### src/rtl/beam_scan_summer.sv
// beam_scan_summer: delay-and-sum back end with a direction-scan controller.
// Eight delayed PCM channels are summed into one beam sample. A scan FSM steps
// delay_select through every steering entry, integrates |beam| per direction
// and leaves delay_select on the direction with the greatest energy.
module beam_scan_summer #(
  parameter int DATA_W         = 19,
  parameter int NUM_DIRS       = 30,
  parameter int SETTLE_SAMPLES = 16,
  parameter int INTEG_SAMPLES  = 1024,
  parameter int SUM_W          = DATA_W + 3,
  parameter int ENERGY_W       = 32
) (
  input  logic                       clk,
  input  logic                       rst,
  input  logic                       sample_valid,
  input  logic signed [DATA_W-1:0]   delayed_pcm_data_0,
  input  logic signed [DATA_W-1:0]   delayed_pcm_data_1,
  input  logic signed [DATA_W-1:0]   delayed_pcm_data_2,
  input  logic signed [DATA_W-1:0]   delayed_pcm_data_3,
  input  logic signed [DATA_W-1:0]   delayed_pcm_data_4,
  input  logic signed [DATA_W-1:0]   delayed_pcm_data_5,
  input  logic signed [DATA_W-1:0]   delayed_pcm_data_6,
  input  logic signed [DATA_W-1:0]   delayed_pcm_data_7,
  input  logic                       scan_start,
  input  logic                       scan_abort,
  output logic [4:0]                 delay_select,
  output logic signed [SUM_W-1:0]    beam_pcm,
  output logic                       beam_valid,
  output logic [4:0]                 best_dir,
  output logic [ENERGY_W-1:0]        best_energy,
  output logic                       scan_busy,
  output logic                       scan_done
);

  localparam int SET_CW = (SETTLE_SAMPLES > 1) ? $clog2(SETTLE_SAMPLES) : 1;
  localparam int INT_CW = (INTEG_SAMPLES > 1) ? $clog2(INTEG_SAMPLES) : 1;
  localparam logic [SET_CW-1:0] SET_LAST = SET_CW'(SETTLE_SAMPLES - 1);
  localparam logic [INT_CW-1:0] INT_LAST = INT_CW'(INTEG_SAMPLES - 1);
  localparam logic [4:0]        DIR_LAST = 5'(NUM_DIRS - 1);
  localparam logic [4:0]        DIR_RST  = 5'd30;

  typedef enum logic [2:0] {
    S_IDLE,
    S_SETTLE,
    S_INTEG,
    S_COMPARE,
    S_DONE
  } state_t;

  state_t                     state_q, state_d;
  logic [4:0]                 dir_q, dir_d;
  logic [SET_CW-1:0]          settle_q, settle_d;
  logic [INT_CW-1:0]          integ_q, integ_d;
  logic [ENERGY_W-1:0]        acc_q, acc_d;
  logic [4:0]                 best_dir_q, best_dir_d;
  logic [ENERGY_W-1:0]        best_energy_q, best_energy_d;
  logic [4:0]                 shadow_dir_q, shadow_dir_d;
  logic [ENERGY_W-1:0]        shadow_energy_q, shadow_energy_d;
  logic [4:0]                 steer_q, steer_d;
  logic signed [SUM_W-1:0]    beam_pcm_q, beam_pcm_d;
  logic                       beam_valid_q, beam_valid_d;

  logic signed [DATA_W-1:0]   pcm [8];
  logic [SUM_W-1:0]           abs_val;
  logic                       busy;

  assign pcm[0] = delayed_pcm_data_0;
  assign pcm[1] = delayed_pcm_data_1;
  assign pcm[2] = delayed_pcm_data_2;
  assign pcm[3] = delayed_pcm_data_3;
  assign pcm[4] = delayed_pcm_data_4;
  assign pcm[5] = delayed_pcm_data_5;
  assign pcm[6] = delayed_pcm_data_6;
  assign pcm[7] = delayed_pcm_data_7;

  // Summer: exact sign-extended sum of the eight channels, registered on sample_valid.
  always_comb begin
    beam_pcm_d   = beam_pcm_q;
    beam_valid_d = sample_valid;
    if (sample_valid) begin
      beam_pcm_d = '0;
      for (int unsigned i = 0; i < 8; i++) begin
        beam_pcm_d = beam_pcm_d + {{(SUM_W-DATA_W){pcm[i][DATA_W-1]}}, pcm[i]};
      end
    end
  end

  // Energy term: magnitude as unsigned, so the most negative sum maps to 2^(SUM_W-1).
  always_comb begin
    abs_val = beam_pcm_q[SUM_W-1] ? $unsigned(-beam_pcm_q) : $unsigned(beam_pcm_q);
  end

  assign busy = (state_q == S_SETTLE) || (state_q == S_INTEG) || (state_q == S_COMPARE);

  // Scan FSM next-state and datapath updates.
  // Abort is applied after the state case so it overrides any busy-state update
  // and restores the best result captured when the scan started.
  always_comb begin
    state_d         = state_q;
    dir_d           = dir_q;
    settle_d        = settle_q;
    integ_d         = integ_q;
    acc_d           = acc_q;
    best_dir_d      = best_dir_q;
    best_energy_d   = best_energy_q;
    shadow_dir_d    = shadow_dir_q;
    shadow_energy_d = shadow_energy_q;
    steer_d         = steer_q;

    case (state_q)
      S_IDLE: begin
        if (scan_start && !scan_abort) begin
          state_d         = S_SETTLE;
          dir_d           = '0;
          settle_d        = '0;
          shadow_dir_d    = best_dir_q;
          shadow_energy_d = best_energy_q;
        end
      end
      S_SETTLE: begin
        if (beam_valid_q) begin
          if (settle_q == SET_LAST) begin
            state_d = S_INTEG;
            acc_d   = '0;
            integ_d = '0;
          end else begin
            settle_d = settle_q + 1'b1;
          end
        end
      end
      S_INTEG: begin
        if (beam_valid_q) begin
          acc_d = acc_q + ENERGY_W'(abs_val);
          if (integ_q == INT_LAST) begin
            state_d = S_COMPARE;
          end else begin
            integ_d = integ_q + 1'b1;
          end
        end
      end
      S_COMPARE: begin
        if ((dir_q == '0) || (acc_q > best_energy_q)) begin
          best_energy_d = acc_q;
          best_dir_d    = dir_q;
        end
        if (dir_q == DIR_LAST) begin
          state_d = S_DONE;
        end else begin
          dir_d    = dir_q + 1'b1;
          settle_d = '0;
          state_d  = S_SETTLE;
        end
      end
      S_DONE: begin
        steer_d = best_dir_q;
        state_d = S_IDLE;
      end
      default: state_d = S_IDLE;
    endcase

    if (busy && scan_abort) begin
      state_d       = S_IDLE;
      best_dir_d    = shadow_dir_q;
      best_energy_d = shadow_energy_q;
    end
  end

  // State and datapath registers with synchronous reset.
  always_ff @(posedge clk) begin
    if (rst) begin
      state_q         <= S_IDLE;
      dir_q           <= '0;
      settle_q        <= '0;
      integ_q         <= '0;
      acc_q           <= '0;
      best_dir_q      <= DIR_RST;
      best_energy_q   <= '0;
      shadow_dir_q    <= DIR_RST;
      shadow_energy_q <= '0;
      steer_q         <= DIR_RST;
      beam_pcm_q      <= '0;
      beam_valid_q    <= 1'b0;
    end else begin
      state_q         <= state_d;
      dir_q           <= dir_d;
      settle_q        <= settle_d;
      integ_q         <= integ_d;
      acc_q           <= acc_d;
      best_dir_q      <= best_dir_d;
      best_energy_q   <= best_energy_d;
      shadow_dir_q    <= shadow_dir_d;
      shadow_energy_q <= shadow_energy_d;
      steer_q         <= steer_d;
      beam_pcm_q      <= beam_pcm_d;
      beam_valid_q    <= beam_valid_d;
    end
  end

  assign delay_select = busy ? dir_q : steer_q;
  assign beam_pcm     = beam_pcm_q;
  assign beam_valid   = beam_valid_q;
  assign best_dir     = best_dir_q;
  assign best_energy  = best_energy_q;
  assign scan_busy    = busy;
  assign scan_done    = (state_q == S_DONE);

endmodule
### config.mk
export PLATFORM = sky130hd
export DESIGN_NAME = beam_scan_summer
export DESIGN_NICKNAME = d
export VERILOG_FILES = /design/src/rtl/beam_scan_summer.sv
export SDC_FILE = /design/constraint.sdc
export NUM_CORES = 1
export LEC_CHECK = 0
export CAP_MARGIN = 20
export CORE_MARGIN = 10
export CORE_UTILIZATION = 35
export DETAILED_ROUTE_END_ITERATION = 8
export PLACE_DENSITY = 0.66
export SKIP_LAST_GASP = 1
export SLEW_MARGIN = 20
export SYNTH_ARGS = -nofsm -noshare
export SYNTH_HDL_FRONTEND = slang
export SYNTH_SLANG_ARGS = --single-unit
### constraint.sdc
create_clock -name clk -period 9.3 [get_ports clk]
set_input_delay 1.86 -clock clk [delete_from_list [all_inputs] [get_ports clk]]
set_output_delay 1.86 -clock clk [all_outputs]
set_load 0.02 [all_outputs]
==> impl_results.md <==
- Crit path capture type: flop
- Worst EP arrival: 7030 ps
- DRT iter0 DRCs: 533
- Initial core utilization: a little over a third
- Core Area: approximately 36000 µm²
- Overall routed net length: about 33000 µm
- Gates resized, CTS repair: 0
- Placer Congestion: 0.871
- Top cell type's share of synthesized area: 24.8%
- Hold Vio Cnt, Final: 0
- Congestion Overflow GR: 0
- IO Port Bufs: about 220
- Number of global-route vias before repair: 11000
- Synth top cells by count: inv_1, nand2_1, dfxtp_1, fa_1, nor2_1
- Leak pwr: 6.79 nW
- PnR worst setup slack: 2590 ps
- CP cell instances: clkdlybuf4s50_1 > fa_1 > inv_1 > fa_1 > fa_1 > fa_1 > inv_1 > ha_1 > fa_1 > a21o_1 > a21oi_1 > a2bb2oi_1 > a22oi_1 > o21ai_0 > and4_1 > a311o_1
- Max-Cap Viols: 0
- Crit path buffers/inverters: 3
- Predominant post-synthesis flop cell: dfxtp_1
- Cells after Synth: 1524
- Yosys top cell by area: dfxtp_1
- Worst VDD drop: between 0.0001 and 0.00015 V
- DRC viols: 0
- Die area: approximately 44000 µm²
- F_max: roughly 0.15 GHz
- NumNets Final: a little over 2000
- Initial antenna violation count: 0
- CTS max path bufs: 2
- Critical Path Max Stage Delay: 590 ps
- RSZ-0062 raised after global routing: no
- Kind of critical path: input pin to flop
- Critical Path Start Type: input pin
- Pre-CTS worst setup slack: approximately 2200 ps
- Avg Cell Area, Syn: about 8.3 µm²
- First-pass GRT wire length: about 55000 µm
- Pre-Repair DR Iteration Count: 5
- Hold Path Class: flop to flop
- Top cells by area, synth: dfxtp_1, fa_1, inv_1, ha_1, nand2_1
- Worst Tran Pin Value: between 1000 and 1500 ps
- Most common cell in the netlist: inv_1
- YS warnings: 0
- Clock latency on the worst-skew pair: around 430 ps
- Crit Path Max Fanout: 4
- Setup TNS Final: 0 ps
- Syn nets: 1881
- Share of cells above drive strength 1: 3.19%
- Num ports: 224
- Tot GR Track Use: 14.9%
- Drt wl/cell: roughly 15 µm
- CP Data Required Time: between 9000 and 10000 ps
- Status: finished, final reports clean
- Cell area after synthesis: ~13000 µm²
- Filler cells: 3481
- #FFs+latches synth: 156
- Drt via density: between 4 and 5
- Post-synth EDFFs: 0
- Asr flop ratio synth: 0%
- Die Ht: 210 µm
- Largest net degree at the start of global routing: 75
- CTS tree: yes
- Post-CTS setup buffer count: 0
- Max Transition Viols Final: 0
- # diodes: 0
- Remaining antenna violation count: 0
- CTS root buf: clkbuf_16
- Reg clk slew, reported paths: roughly 70 ps
- Max H-tree Level: 4
- DIE WIDTH: between 200 and 250 µm
- Core Rows: between 60 and 70
- CTS sink count: approximately 160
- Area delta synth->final: 25.3%
- CTS buffer count: 17
- PwrDens: approximately 280 nW/µm²
- Tmin final: between 6000 and 7000 ps
- Most used cell, CP: fa_1
- Seq/Total Area, Yosys: around 25%
- Via Count: 10700
- Crit share post-route: about 72%
- CP delay by family, top: adder cells
- Synth unique cells: between 70 and 80
- DPL Wire Length: 26600 µm
- Setup Viol. Count Final: 0
- Post-Route Skew: ~14 ps
- Hold buffer count at CTS: 0
- Slew headroom: a little under a quarter
- Worst path slowest cell: fa_1
sequential cells by signal (all words and copies together), names as in the netlist:
name and flops:
acc_q 32, beam_pcm 22, beam_valid 1, best_dir 5, best_energy 32, dir_q 5
integ_q 10, settle_q 4, shadow_dir_q 5, shadow_energy_q 32, state_q 3, steer_q 5
cell families after synthesis:
| group | share of synthesized area (%) |
|---|---|
| AO/OA/AOI/OAI | 15.2 |
| XOR/XNOR | 4.72 |
| adder cells (fa/ha/maj) | 26.9 |
| buffers and inverters | 10.8 |
| flip-flops | 24.8 |
| multiplexers | 1.87 |
| AND/OR/NAND/NOR | 15.8 |
layer usage:
layer | routed length [µm] | vias to the layer above | track usage [%]
met5 | 0 | - | 0
met4 | 325 | 0 | 3.47
met3 | 1790 | 27 | 3.46
met2 | 15900 | 248 | 25.6
met1 | 15100 | 5069 | 18.5
li1 | - | 5386 | -
worst register-to-register path, delay by kind of cell, from the launching register on:
kind,cells,cell delay (ps)
fa+ha+maj,1,420
simple gates,8,2450
compound gates,3,1160
flops,1,380
xor+xnor,1,80
final timing paths:
| check | depth (start not counted) | to | slack [ps] | from |
|---|---|---|---|---|
| hold reg to reg | 2 | shadow_energy_q[4] | 460 | shadow_energy_q[4] |
| setup / recovery | 16 | beam_pcm[16] | 2590 | delayed_pcm_data_3[2] |
| setup reg to reg | 13 | acc_q[29] | 4720 | beam_pcm[6] |
| hold / removal | 2 | shadow_energy_q[4] | 460 | shadow_energy_q[4] |
layout make-up:
cell class                      instances  area (µm²)  share of cell area [%]
Timing Repair Buffer                  226        2250                    14.2
Inverter                              296        1110                    7.03
Clock buffer                           19         443                    2.80
Multi-Input combinational cell       1014        8150                    51.6
Clock inverter                         13         154                   0.973
Sequential cell                       156        3120                    19.7
Tap cell                              461         577                    3.65
cell usage in the layout (no fill, tap or decap), types with 11 or more instances in the layout:
master             n
a211oi_1          12
a21o_1            19
a21oi_1           93
a311oi_1          34
and3_1            11
clkbuf_16         17
clkdlybuf4s50_1  222
dfxtp_1          156
fa_1             118
ha_1              82
inv_1            295
mux2i_1           18
nand2_1          203
nand3_1           21
nand4_1           21
nor2_1           102
nor3_1            19
o21ai_0           36
xnor2_1           44
xor2_1            24
stage by stage:
| step | hold WS (ps) | utilization [%] | total power [mW] | cell area (µm²) | cells |
|---|---|---|---|---|---|
| floorplan | 437 | - | 2.97 | 12600 | 1524 |
| global placement | 441 | 42.8 | 3.70 | 15200 | 2153 |
| detailed placement | 448 | 42.8 | 3.76 | 15200 | 2153 |
| CTS | 457 | 44.5 | 4.49 | 15800 | 2185 |
| global route | 473 | 44.5 | 4.88 | 15800 | 2185 |
| finish | 458 | 44.5 | 4.43 | 15800 | 2185 |
report_power, final:
part           switching (mW)  internal (mW)  total [mW]  leakage (nW)
combinational            1.55           1.23        2.77          5.23
sequential              0.156          0.791       0.947          1.27
clock                   0.303          0.411       0.714         0.297
Note: power is estimated with default switching activity, not from simulation.
